### config.mk
export PLATFORM = sky130hd
export DESIGN_NAME = shot_launcher
export DESIGN_NICKNAME = d
export VERILOG_FILES = /design/src/rtl/shot_pkg.sv /design/src/rtl/shot_frame_timer.sv /design/src/rtl/shot_launcher.sv
export SDC_FILE = /design/constraint.sdc
export NUM_CORES = 1
export LEC_CHECK = 0
export BUFFER_PORTS_ARGS = -buffer_cell sky130_fd_sc_hd__buf_2
export CAP_MARGIN = 30
export CORE_MARGIN = 3
export CORE_UTILIZATION = 51
export DETAILED_ROUTE_END_ITERATION = 8
export GPL_TIMING_DRIVEN = 0
export PLACE_DENSITY = 0.82
export SLEW_MARGIN = 20
export SYNTH_ARGS = -nofsm -noshare
export SYNTH_HDL_FRONTEND = slang
export SYNTH_SLANG_ARGS = --single-unit
export TNS_END_PERCENT = 30
### constraint.sdc
create_clock -name clk -period 1.95 [get_ports clk]
set_input_delay 0.39 -clock clk [delete_from_list [all_inputs] [get_ports clk]]
set_output_delay 0.39 -clock clk [all_outputs]
set_load 0.03 [all_outputs]
### src/rtl/shot_pkg.sv
// shot_pkg: launcher state/direction types and default tuning constants
package shot_pkg;
  typedef enum logic [1:0] {IDLE, FIRE, FLIGHT, COOLDOWN} launcher_state_t;
  typedef enum logic [2:0] {UP = 3'd0, UPLEFT = 3'd1, UPRIGHT = 3'd2, LEFT = 3'd3, RIGHT = 3'd4} shot_dir_t;
  localparam int DEF_MAX_AMMO = 5;
  localparam int DEF_COOLDOWN_FRAMES = 8;
  localparam int DEF_REFILL_FRAMES = 60;
  localparam int DEF_FLIGHT_TIMEOUT_FRAMES = 120;
  localparam int DEF_OFFSCREEN_Y = 640;
endpackage

### src/rtl/shot_frame_timer.sv
// shot_frame_timer: 8-bit startOfFrame counter that stops at its terminal count
module shot_frame_timer (
  input  logic       clk,
  input  logic       resetN,
  input  logic       sof,
  input  logic       clear,
  input  logic       enable,
  input  logic [7:0] terminal,
  output logic       done
);
  logic [7:0] count;
  assign done = count == terminal;
  // count frames while enabled, never past the terminal value
  always_ff @(posedge clk or negedge resetN)
    if (!resetN) count <= '0;
    else if (clear) count <= '0;
    else if (enable && sof && !done) count <= count + 8'd1;
endmodule

### src/rtl/shot_launcher.sv
// shot_launcher: fire/flight/cooldown control with ammo refill; SHOT_LAUNCHER_AUTOFIRE_EN enables hold-to-repeat
module shot_launcher
  import shot_pkg::*;
#(
  parameter int MAX_AMMO = DEF_MAX_AMMO,
  parameter int COOLDOWN_FRAMES = DEF_COOLDOWN_FRAMES,
  parameter int REFILL_FRAMES = DEF_REFILL_FRAMES,
  parameter int FLIGHT_TIMEOUT_FRAMES = DEF_FLIGHT_TIMEOUT_FRAMES,
  parameter int OFFSCREEN_Y = DEF_OFFSCREEN_Y
) (
  input  logic               clk,
  input  logic               resetN,
  input  logic               startOfFrame,
  input  logic               fireKey,
  input  logic [2:0]         dirKeys,
  input  logic               shotHit,
  input  logic signed [10:0] shotTopLeftY,
  output logic               triggerShot,
  output logic [2:0]         shotDirection,
  output logic [3:0]         ammo,
  output logic               ready
);
  localparam logic signed [10:0] OFF_Y = 11'(OFFSCREEN_Y);
  localparam logic [3:0] FULL = 4'(MAX_AMMO);
  launcher_state_t state, state_next;
  logic key_q, key_qq, armed, fire_req, y_armed, leave_flight;
  logic cool_done, flight_done, refill_done, refill_inc, fire_dec;
  // armed stays low after reset until the key has been seen released
  always_ff @(posedge clk or negedge resetN)
    if (!resetN) begin
      key_q <= 1'b0;
      key_qq <= 1'b0;
      armed <= 1'b0;
    end else begin
      key_q <= fireKey;
      key_qq <= key_q;
      armed <= armed | ~fireKey;
    end
`ifdef SHOT_LAUNCHER_AUTOFIRE_EN
  assign fire_req = key_q & armed;
`else
  assign fire_req = key_q & ~key_qq & armed;
`endif
  // the mover only updates Y on a later frame, so Y is trusted after the first frame of flight
  always_ff @(posedge clk or negedge resetN)
    if (!resetN) y_armed <= 1'b0;
    else y_armed <= state == FLIGHT && (y_armed || startOfFrame);
  assign leave_flight = shotHit || (y_armed && shotTopLeftY >= OFF_Y) || flight_done;
  assign fire_dec = state == FIRE;
  assign refill_inc = refill_done && ammo != FULL;
  assign ready = state == IDLE && ammo != 4'd0;
  // next-state and one-clk trigger pulse
  always_comb begin
    state_next = state;
    triggerShot = 1'b0;
    case (state)
      IDLE:     if (fire_req && ammo != 4'd0) state_next = FIRE;
      FIRE:     begin
        state_next = FLIGHT;
        triggerShot = 1'b1;
      end
      FLIGHT:   if (leave_flight) state_next = COOLDOWN;
      COOLDOWN: if (cool_done) state_next = IDLE;
      default:  state_next = IDLE;
    endcase
  end
  // state, ammo bookkeeping and direction capture on entry to FIRE
  always_ff @(posedge clk or negedge resetN)
    if (!resetN) begin
      state <= IDLE;
      ammo <= FULL;
      shotDirection <= '0;
    end else begin
      state <= state_next;
      ammo <= ammo + {3'b0, refill_inc} - {3'b0, fire_dec};
      if (state == IDLE && state_next == FIRE) shotDirection <= dirKeys;
    end
  shot_frame_timer u_cool (
    .clk(clk), .resetN(resetN), .sof(startOfFrame),
    .clear(state != COOLDOWN), .enable(state == COOLDOWN),
    .terminal(8'(COOLDOWN_FRAMES)), .done(cool_done)
  );
  shot_frame_timer u_flight (
    .clk(clk), .resetN(resetN), .sof(startOfFrame),
    .clear(state != FLIGHT), .enable(state == FLIGHT),
    .terminal(8'(FLIGHT_TIMEOUT_FRAMES)), .done(flight_done)
  );
  shot_frame_timer u_refill (
    .clk(clk), .resetN(resetN), .sof(startOfFrame),
    .clear(ammo == FULL || refill_done), .enable(ammo != FULL),
    .terminal(8'(REFILL_FRAMES)), .done(refill_done)
  );
endmodule

==> qor.csv, run 1 <==
stage,metric,value,unit
logic_synthesis,"top cells by area, synth","dfrtp_1, ha_1, nand2_1",
floorplan,height of the die,68.0,um
cells_and_area,share of cells above drive strength 1,28.9,%
timing,fmax,472,MHz
cells_and_area,# diodes,0,
grt,GR met3 Demand/Resource,3.94,%
critical_path,R2R cell count,11,
cells_and_area,Final Core Density,67.4,%
critical_path,Max stage delay on crit path,0.53,ns
critical_path,reg2reg end,ammo[1]$_DFF_PN0_,
logic_synthesis,Synth Net Count,223,
routing,ANT nets after route,0,
timing,Worst-Margin Slew,0.807,ns
place,placed insts,256,
timing,RSZ-0062 raised after global routing,yes,
logic_synthesis,Post-synth ARST share,100,%
clock_network,CTS Buf Count,5,
critical_path,Critical Path Sink Type,register,
clock_network,Post-CTS Hold Buffers,0,
cells_and_area,Area growth syn-to-layout,20.9,%
grt,vias in the first global route,1474,
critical_path,worst path cell trace,inv_2 -> ha_4 -> inv_4 -> nor4_4 -> nand2_1 -> ha_4 -> inv_4 -> ha_4 -> inv_2 -> fa_2 -> inv_2,
place,RePlAce Congestion,0.765,
clock_network,Clock transition at path regs,0.08,ns
cells_and_area,multi-input combinational cell area,0.00102,sq mm
cells_and_area,Reg area,930,sq um
clock_network,Root Buffer,clkbuf_8,
floorplan,Top-Level Pins,28,
floorplan,row count,21,
power,Power Dens Cells,1250,mW/mm^2
place,post-DP HPWL,2.48,mm
critical_path,"Data arrival, critical path",2.31,ns
run_status,status,"complete, but fails checks",
clock_network,clock sink count,37,
routing,drt via density,5.38,
critical_path,r2r setup slk,-0.17,ns
clock_network,latest clock arrival within the worst-skew pair,0.30,ns
cells_and_area,nets,259,
timing,Worst Skew,0.0151,ns
timing,Slew headroom,46.2,%
timing,fin worst setup slack,-0.170,ns
critical_path,Crit Path Class,reg -> reg,
run,max cap viols,0,
power,Leakage Power,1.08,nW
routing,vias,1474,
critical_path,Startpoint Class,register,
grt,global route total overflow,0,
floorplan,Chip Width,68.0,um
clock_network,TritonCTS clock tree,done,
logic_synthesis,dominant cell type by area after synthesis,dfrtp_1,
logic_synthesis,post-synth top area share,44.6,%
floorplan,Die ar.,0.00463,sq mm
routing,drt initial violations,51,
routing,Post-Route WL,3.81,mm
grt,largest net degree at the start of global routing,38,
routing,# DRC,0,
place,IO buf count,19,
logic_synthesis,commonest cells in the netlist,"dfrtp_1, nand2_1, inv_1",
logic_synthesis,most common cell in the netlist,dfrtp_1,
logic_synthesis,synthesized area per cell,10.3,sq um
timing,Final min period,2.12,ns
grt,initial antenna violation count,0,
run_status,violated checks,setup timing,
power,Peak supply drop,0.709,mV
cells_and_area,fin cells,274,
logic_synthesis,Syn Inst Count,191,
routing,WL per Instance,13.9,um
logic_synthesis,Seq cells post-synth,37,
grt,GR Util met1,22.4,%
critical_path,Critical R2R Launch,u_refill.count[1]$_DFFE_PN0P_,
logic_synthesis,yosys warns,0,
timing,period utilisation layout,109,%
floorplan,Core Area,0.00352,sq mm
hold_path,min-delay worst type,in -> async,
logic_synthesis,Post-Syn Area,0.00196,sq mm
logic_synthesis,Most used DFF post-synth,dfrtp_1,
floorplan,Starting Density,55.8,%
timing,Final Max Slew Viols,0,
clock_network,H-tree depth,2,
clock_network,worst-case clock buffer depth,2,
logic_synthesis,number of enable flip-flop cells after synthesis,0,
critical_path,CP required,2.14,ns
logic_synthesis,Cell variety after synth,41,
grt,busiest grt layer,met2,
cells_and_area,FILL cells,269,
critical_path,Crit Path Max Fanout,2,
timing,"Hold Vio Cnt, Final",0,
critical_path,Crit-path slowest cell,fa_2,
grt,Global Route Usage Sum,18.4,%
timing,Final Setup Violations,3,
grt,global-route wire length before repair,6.31,mm
grt,GRT met2 Usage,31.2,%
routing,DR pass1 iterations,4,
logic_synthesis,sequential element share of the synthesized area,47.3,%
-- worst max-delay path, delay by kind of cell (launching register included) --
kind,cells,cell delay [ns]
flip-flops,1,0.41
buffers and inverters,5,0.23
AND/OR/NAND/NOR,2,0.33
adder cells (fa/ha/maj),4,1.05
-- cell type report --
class | count | share of cell area, %
plain buffers | 4 | 0.791
clock buffers | 6 | 3.06
clock inverters | 2 | 1.48
inverters | 17 | 2.90
multi-input cells | 133 | 42.9
flip-flops and latches | 37 | 39.2
well taps | 46 | 2.42
repair buffers | 29 | 7.27
-- routing by layer --
layer	vias to the layer above	share of wire, %
li1	736	-
met1	716	46
met2	18	50
met3	4	2.6
met4	0	1.6
met5	-	0
-- cells by family after synthesis --
group / count (synthesis) / share of synthesized area, %
xor+xnor: 10 / 4.46
compound gates: 30 / 10.7
fa+ha+maj: 13 / 8.67
mux: 9 / 4.78
buf+inv: 21 / 4.21
flops: 37 / 47.3
simple gates: 71 / 19.9
-- how the worst max path moves through the flow --
| stage | slack, ns | cells after the start | startpoint | endpoint |
|---|---|---|---|---|
| 2_1_floorplan | -0.1 | 11 | u_refill.count[0]$_DFFE_PN0P_ | ammo[1]$_DFF_PN0_ |
| 3_3_place_gp | -0.21 | 11 | u_refill.count[0]$_DFFE_PN0P_ | ammo[1]$_DFF_PN0_ |
| 3_5_place_dp | -0.24 | 11 | u_refill.count[0]$_DFFE_PN0P_ | ammo[1]$_DFF_PN0_ |
| 4_1_cts | -0.05 | 9 | ammo[2]$_DFF_PN1_ | ammo[1]$_DFF_PN0_ |
| 5_1_grt | -0.23 | 11 | u_refill.count[1]$_DFFE_PN0P_ | ammo[1]$_DFF_PN0_ |
| 6_report | -0.17 | 11 | u_refill.count[1]$_DFFE_PN0P_ | ammo[1]$_DFF_PN0_ |
-- metrics by stage --
stage                     setup TNS (ns)  power [W]  area (sq um)  setup slack (ns)  hold WS, ns
final                             -0.298    0.00297          2370            -0.170        0.176
after global routing              -0.527    0.00320          2370            -0.232        0.217
after CTS                        -0.0868    0.00280          2280           -0.0489        0.208
after detailed placement          -0.618    0.00206          2120            -0.239        0.363
after global placement            -0.529    0.00201          2120            -0.206        0.358
after floorplan                   -0.276    0.00181          1960           -0.0968       0.0944
-- cell usage in the layout, fill, tap and decap left out, types with 2 or more instances in the layout --
cell and instances:
a211o_1 2, a21boi_1 4, a21oi_1 10, buf_2 21, buf_4 11, clkbuf_1 2, clkbuf_8 5, dfrtp_1 34
dfstp_2 2, ha_1 9, ha_4 3, inv_1 11, inv_2 4, inv_4 2, mux2_2 3, mux2i_1 6
nand2_1 19, nand2b_1 3, nand3_1 3, nand3b_1 3, nand4_1 9, nor2_1 13, nor3_1 2, o21ai_0 7
or3_1 7, or4_1 2, xor2_1 8
-- sequential cells by signal, indices dropped and copies added (netlist names) --
name,cells
state,2
key_q,1
u_refill.count,8
shotDirection,3
u_cool.count,8
armed,1
u_flight.count,8
key_qq,1
ammo,4
y_armed,1
-- timing repair --
item,in CTS,in global routing
endpoints found under the setup margin,4,4
gates resized for setup,4,17
endpoints found under the hold margin,0,0
pin swaps,4,6
buffers inserted,6,4
-- power breakdown --
group / switching, W / internal [W]
Clock: 0.000268 / 0.000379
Sequential: 0.000181 / 0.000954
Combinational: 0.000660 / 0.000523
Total: 0.00111 / 0.00186
(Power assumes the default switching activity.)
==> run 2: changes to the inputs <==
--- a/config.mk
+++ b/config.mk
@@ -5,13 +5,13 @@
 export SDC_FILE = /design/constraint.sdc
 export NUM_CORES = 1
 export LEC_CHECK = 0
-export BUFFER_PORTS_ARGS = -buffer_cell sky130_fd_sc_hd__buf_2
 export CAP_MARGIN = 30
 export CORE_MARGIN = 3
-export CORE_UTILIZATION = 51
+export CORE_UTILIZATION = 56
 export DETAILED_ROUTE_END_ITERATION = 8
+export DONT_BUFFER_PORTS = 1
 export GPL_TIMING_DRIVEN = 0
-export PLACE_DENSITY = 0.82
+export PLACE_DENSITY = 0.81
 export SLEW_MARGIN = 20
 export SYNTH_ARGS = -nofsm -noshare
 export SYNTH_HDL_FRONTEND = slang
==> run 2 against run 1 <==
Against the previous run: the run still ends with setup timing left; sequential share of layout area increased by 2.6 points; cell count fell by 8.4%; register-to-register slack lost 0.04 ns; wire length grew 14%; critical endpoint unchanged; worst hold slack got worse by 0.12 ns; largest power group is now registers; non-clock buffer count decreased by 21; sequential power increased by 11%; combinational power down 14%; highest routed layer unchanged; maximum frequency decreased by 2.0%; first-iteration DRC count up 5.9%.
==> qor.csv, run 2 (synthesis results as in run 1) <==
stage,metric,value,unit
run_status,status,"complete, but fails checks",
run_status,violated checks,setup timing,
clock_network,CTS Buf Count,5,
cells_and_area,fin cells,251,
cells_and_area,Reg area,931,sq um
routing,DR pass1 iterations,4,
timing,Worst-Margin Slew,0.697,ns
grt,global-route wire length before repair,7.09,mm
timing,Worst Skew,0.00847,ns
clock_network,Clock transition at path regs,0.11,ns
cells_and_area,largest registers,"u_cool.count x8, u_flight.count x8, u_refill.count x8",
place,post-DP HPWL,2.73,mm
cells_and_area,nets,238,
clock_network,H-tree depth,2,
power,Switching Fraction,41.8,%
routing,# DRC,0,
run,max cap viols,0,
routing,WL per Instance,17.3,um
timing,fin worst setup slack,-0.213,ns
clock_network,worst-case clock buffer depth,2,
critical_path,Startpoint Class,register,
place,RePlAce Congestion,0.748,
timing,Final Setup Violations,4,
place,placed insts,235,
cells_and_area,FILL cells,235,
timing,final hold slack,0.0506,ns
grt,GR met3 Demand/Resource,5.13,%
floorplan,row count,20,
grt,largest net degree at the start of global routing,38,
timing,Slew headroom,53.0,%
power,Internal Power,0.00155,W
place,setup slack at placement,-0.311,ns
critical_path,Crit Path Max Fanout,2,
floorplan,Chip Width,65.2,um
clock_network,latest clock arrival within the worst-skew pair,0.36,ns
critical_path,"Data arrival, critical path",2.43,ns
routing,ANT nets after route,0,
clock_network,TritonCTS clock tree,done,
power,Peak supply drop,0.741,mV
power,Reg power frac,47.1,%
routing,vias,1472,
timing,setup tns final,-0.549,ns
cells_and_area,share of cells above drive strength 1,21.3,%
grt,vias in the first global route,1600,
cells_and_area,"most common cell after layout, fill and taps aside",dfrtp_1,
timing,Final Max Slew Viols,0,
clock_network,clock sink count,37,
timing,RSZ-0062 raised after global routing,yes,
grt,busiest grt layer,met2,
power,Sw Pwr,0.00112,W
place,IO buf count,0,
cells_and_area,# diodes,0,
floorplan,height of the die,65.2,um
critical_path,Crit Path Class,reg -> reg,
grt,Global Route Usage Sum,22.1,%
cells_and_area,multi-input combinational cell area,0.00104,sq mm
power,Comb pwr share,38.0,%
floorplan,Starting Density,61.3,%
critical_path,Critical Path Sink Type,register,
cells_and_area,Area growth syn-to-layout,13.6,%
routing,Post-Route WL,4.34,mm
cells_and_area,most frequent cells in the layout,"dfrtp_1, nand2_1, inv_1",
floorplan,Die ar.,0.00425,sq mm
clock_network,Root Buffer,clkbuf_4,
timing,fmax,462,MHz
critical_path,CP required,2.22,ns
routing,drt via density,5.86,
grt,GRT met2 Usage,40.3,%
power,clock power share,14.9,%
timing,Final min period,2.16,ns
power,Leakage Power,0.965,nW
floorplan,Top-Level Pins,28,
grt,GR Util met1,23.5,%
grt,initial antenna violation count,0,
hold_path,min-delay worst type,in -> reg,
floorplan,Core Area,0.00320,sq mm
routing,drt initial violations,54,
timing,"Hold Vio Cnt, Final",0,
grt,global route total overflow,0,
timing,period utilisation layout,111,%
power,Power Dens Cells,1200,mW/mm^2
run 2: cell types whose count changed in the layout (fill, tap and decap cells not counted), moves of 2 or more:
cell / previous run / this run
inv_4: 2 / 0
inv_1: 11 / 14
clkbuf_4: 0 / 5
clkbuf_8: 5 / 0
buf_2: 21 / 3
clkbuf_1: 2 / 4
buf_4: 11 / 6
ha_1: 9 / 7
run 2: final timing paths:
kind,start,end,slack [ns],cells after the start
max in group asynchronous,resetN,ammo[2]$_DFF_PN1_,1.19,2
setup / recovery,u_refill.count[0]$_DFFE_PN0P_,ammo[1]$_DFF_PN0_,-0.21,11
hold reg to reg,key_q$_DFF_PN0_,key_qq$_DFF_PN0_,0.40,0
setup reg to reg,u_refill.count[0]$_DFFE_PN0P_,ammo[1]$_DFF_PN0_,-0.21,11
hold / removal,fireKey,key_q$_DFF_PN0_,0.05,0
min in group asynchronous,resetN,u_cool.count[2]$_DFFE_PN0P_,0.52,2
run 2: metal layers:
layer	routed length, um	vias to the layer above
met5	0	-
met4	213	0
met3	149	16
met2	2330	37
met1	1640	726
li1	-	693
run 2: layout make-up:
cell class,instances,share of cell area (%)
timing repair buffer,8,3.37
multi-input combinational,133,46.6
tap,44,2.47
inverter,17,2.86
buffer,4,0.841
clock buffer,8,2.19
sequential,37,41.7
run 2: timing repair:
item	in CTS	in global routing
setup buffers	6	0
gates resized for setup	10	10
endpoints found under the setup margin	4	4
pin swaps	4	5
hold endpoints to repair	37	0
hold buffers	2	0
run 2: power groups by stage:
stage / clock, W / combinational, W / sequential, W
6_report: 0.000398 / 0.00101 / 0.00126
4_1_cts: 0.000403 / 0.000923 / 0.00124
5_1_grt: 0.000439 / 0.00115 / 0.00129
3_5_place_dp: 0 / 0.000721 / 0.00129
2_1_floorplan: 0 / 0.000579 / 0.00124
3_3_place_gp: 0 / 0.000653 / 0.00127
run 2: per-stage QoR:
| stage | cell area, sq um | power (W) | utilization (%) |
|---|---|---|---|
| 3_3_place_gp | 2020 | 0.00193 | 63.0 |
| 5_1_grt | 2230 | 0.00288 | 69.6 |
| 4_1_cts | 2190 | 0.00257 | 68.3 |
| 3_5_place_dp | 2020 | 0.00201 | 63.0 |
| 6_report | 2230 | 0.00267 | 69.6 |
| 2_1_floorplan | 1960 | 0.00181 | - |
run 2: critical path, cell delays in order (launching register included):
cell and delay (ns):
dfrtp_2 0.42, inv_1 0.06, ha_1 0.14, inv_1 0.07, nor4_2 0.25, nand2_2 0.11
ha_4 0.22, inv_2 0.07, ha_4 0.14, inv_2 0.04, fa_2 0.53, inv_2 0.03
==> run 3: changes to the inputs <==
--- a/config.mk
+++ b/config.mk
@@ -12,6 +12,7 @@
 export DONT_BUFFER_PORTS = 1
 export GPL_TIMING_DRIVEN = 0
 export PLACE_DENSITY = 0.81
+export REMOVE_ABC_BUFFERS = 1
 export SLEW_MARGIN = 20
 export SYNTH_ARGS = -nofsm -noshare
 export SYNTH_HDL_FRONTEND = slang
==> run 3 against run 2 <==
Against the previous run: the flow still finishes with violations (setup timing); clock power rose by 16%; worst setup slack got worse by 0.023 ns; flip-flop and latch count did not move; critical path type unchanged; maximum frequency fell by 1.0%.
==> qor.csv, run 3 (synthesis results as in run 1) <==
stage,metric,value,unit
floorplan,Die ar.,0.00425,sq mm
floorplan,Top-Level Pins,28,
timing,Worst-Margin Slew,0.623,ns
hold_path,beginning of the worst hold path,fireKey,
cells_and_area,Final Core Density,68.9,%
timing,period utilisation layout,112,%
clock_network,H-tree depth,2,
power,Leakage Power,0.975,nW
timing,Worst Skew,0.0230,ns
power,Peak supply drop,0.602,mV
run_status,status,"complete, but fails checks",
critical_path,Critical Path Sink Type,register,
cells_and_area,share of cells above drive strength 1,20.5,%
grt,Global Route Usage Sum,20.5,%
timing,Final Max Slew Viols,0,
grt,largest net degree at the start of global routing,38,
hold_path,Hold Path Sink,key_q$_DFF_PN0_,
routing,Post-Route WL,4.08,mm
cells_and_area,Area growth syn-to-layout,12.5,%
timing,Slew headroom,58.0,%
floorplan,height of the die,65.2,um
place,IO buf count,0,
clock_network,TritonCTS clock tree,done,
critical_path,worst path cell trace,ha_4 -> nand3b_1 -> nand2_1 -> ha_1 -> inv_1 -> ha_2 -> inv_2 -> fa_2 -> inv_2,
critical_path,Crit Path Class,reg -> reg,
routing,WL per Instance,16.4,um
timing,RSZ-0062 raised after global routing,yes,
routing,DR pass1 iterations,4,
place,post-DP HPWL,2.80,mm
critical_path,Max stage delay on crit path,0.68,ns
cells_and_area,# diodes,0,
grt,global-route wire length before repair,6.73,mm
clock_network,latest clock arrival within the worst-skew pair,0.34,ns
timing,Final Setup Violations,4,
critical_path,Critical R2R Launch,ammo[2]$_DFF_PN1_,
critical_path,reg2reg end,ammo[1]$_DFF_PN0_,
critical_path,Startpoint Class,register,
run_status,violated checks,setup timing,
critical_path,CP most frequent cell,inv_2,
grt,vias in the first global route,1524,
floorplan,Starting Density,61.3,%
power,Power Dens Cells,1210,mW/mm^2
routing,vias,1476,
cells_and_area,most frequent cells in the layout,"dfrtp_1, nand2_1, inv_1",
routing,drt initial violations,51,
cells_and_area,FILL cells,268,
clock_network,Clock transition at path regs,0.13,ns
critical_path,Crit-path slowest cell,dfstp_2,
floorplan,Core Area,0.00320,sq mm
cells_and_area,post-route cell area,0.00221,sq mm
clock_network,Root Buffer,clkbuf_4,
timing,"Hold Vio Cnt, Final",0,
cells_and_area,largest registers,"u_cool.count x8, u_flight.count x8, u_refill.count x8",
grt,initial antenna violation count,0,
floorplan,Chip Width,65.2,um
place,area post-placement,0.00200,sq mm
floorplan,row count,20,
critical_path,Crit Path Max Fanout,3,
timing,fmax,457,MHz
critical_path,CP required,2.21,ns
cells_and_area,"most common cell after layout, fill and taps aside",dfrtp_1,
critical_path,R2R cell count,9,
clock_network,CTS Buf Count,5,
routing,ANT nets after route,0,
clock_network,clock sink count,37,
timing,Final min period,2.19,ns
cells_and_area,nets,236,
run,max cap viols,0,
hold_path,hold path depth,0,
clock_network,worst-case clock buffer depth,2,
critical_path,r2r setup slk,-0.24,ns
place,RePlAce Congestion,0.786,
grt,global route total overflow,0,
critical_path,"Data arrival, critical path",2.44,ns
routing,# DRC,0,
routing,drt via density,5.93,
hold_path,min-delay worst type,in -> reg,
timing,fin worst setup slack,-0.236,ns
timing,final hold slack,0.0811,ns
-- run 3: cell count changes in the layout (fill, tap and decap cells not counted), sizes merged --
cell | previous run | this run
clkbuf | 9 | 7
clkinv | 0 | 1
buf | 10 | 9
-- run 3: worst max path at each step --
stage                                  startpoint                 to  slack [ns]  cells after the start
floorplan           u_refill.count[0]$_DFFE_PN0P_  ammo[1]$_DFF_PN0_       -0.14                     11
detailed placement  u_refill.count[0]$_DFFE_PN0P_  ammo[1]$_DFF_PN0_       -0.33                     11
CTS                 u_refill.count[0]$_DFFE_PN0P_  ammo[2]$_DFF_PN1_       -0.19                     11
finish                          ammo[2]$_DFF_PN1_  ammo[1]$_DFF_PN0_       -0.24                      9
global route                    ammo[2]$_DFF_PN1_  ammo[3]$_DFF_PN0_       -0.31                      9
global placement    u_refill.count[0]$_DFFE_PN0P_  ammo[1]$_DFF_PN0_       -0.23                     11
-- run 3: final cells by class --
type	instances	area (sq um)	share of cell area, %
multi-input combinational	133	997	45.2
tap	44	55.1	2.49
clock inverter	1	5.00	0.227
sequential	37	932	42.2
inverter	17	63.8	2.89
timing repair buffer	10	90.1	4.08
clock buffer	7	65.1	2.95
-- run 3: power breakdown --
group / leakage [nW] / internal (W) / switching (W)
Sequential: 0.469 / 0.000958 / 0.000297
Clock: 0.0413 / 0.000209 / 0.000251
Combinational: 0.464 / 0.000427 / 0.000536
Total: 0.975 / 0.00159 / 0.00108
-- run 3: per-stage QoR --
step	cells	TNS (ns)	setup slack [ns]	power [W]
2_1_floorplan	187	-0.382	-0.144	0.00180
3_3_place_gp	231	-0.791	-0.233	0.00191
3_5_place_dp	231	-1.09	-0.327	0.00201
4_1_cts	245	-0.585	-0.189	0.00255
5_1_grt	249	-1.04	-0.314	0.00285
6_report	249	-0.695	-0.236	0.00268
-- run 3: worst max-delay path: cells and delay by family, from the launching register on --
kind,cells,cell delay (ns)
buffers and inverters,3,0.13
AND/OR/NAND/NOR,2,0.19
flip-flops,1,0.68
adder cells (fa/ha/maj),4,1.10
-- run 3: routing by layer --
metal  routed length, um  track usage [%]  up-vias
met4                  92             7.25        0
met1                1530             21.7      750
met3                 111             4.62       10
li1                    -                -      690
met2                2340             39.2       26
met5                   0                0        -
-- run 3: repair_timing --
action,CTS,global route
endpoints found under the setup margin,4,7
endpoints found under the hold margin,37,0
hold buffers,2,0
setup buffers,4,4
resized for setup,7,8
pin swaps,2,5
cloned,0,0
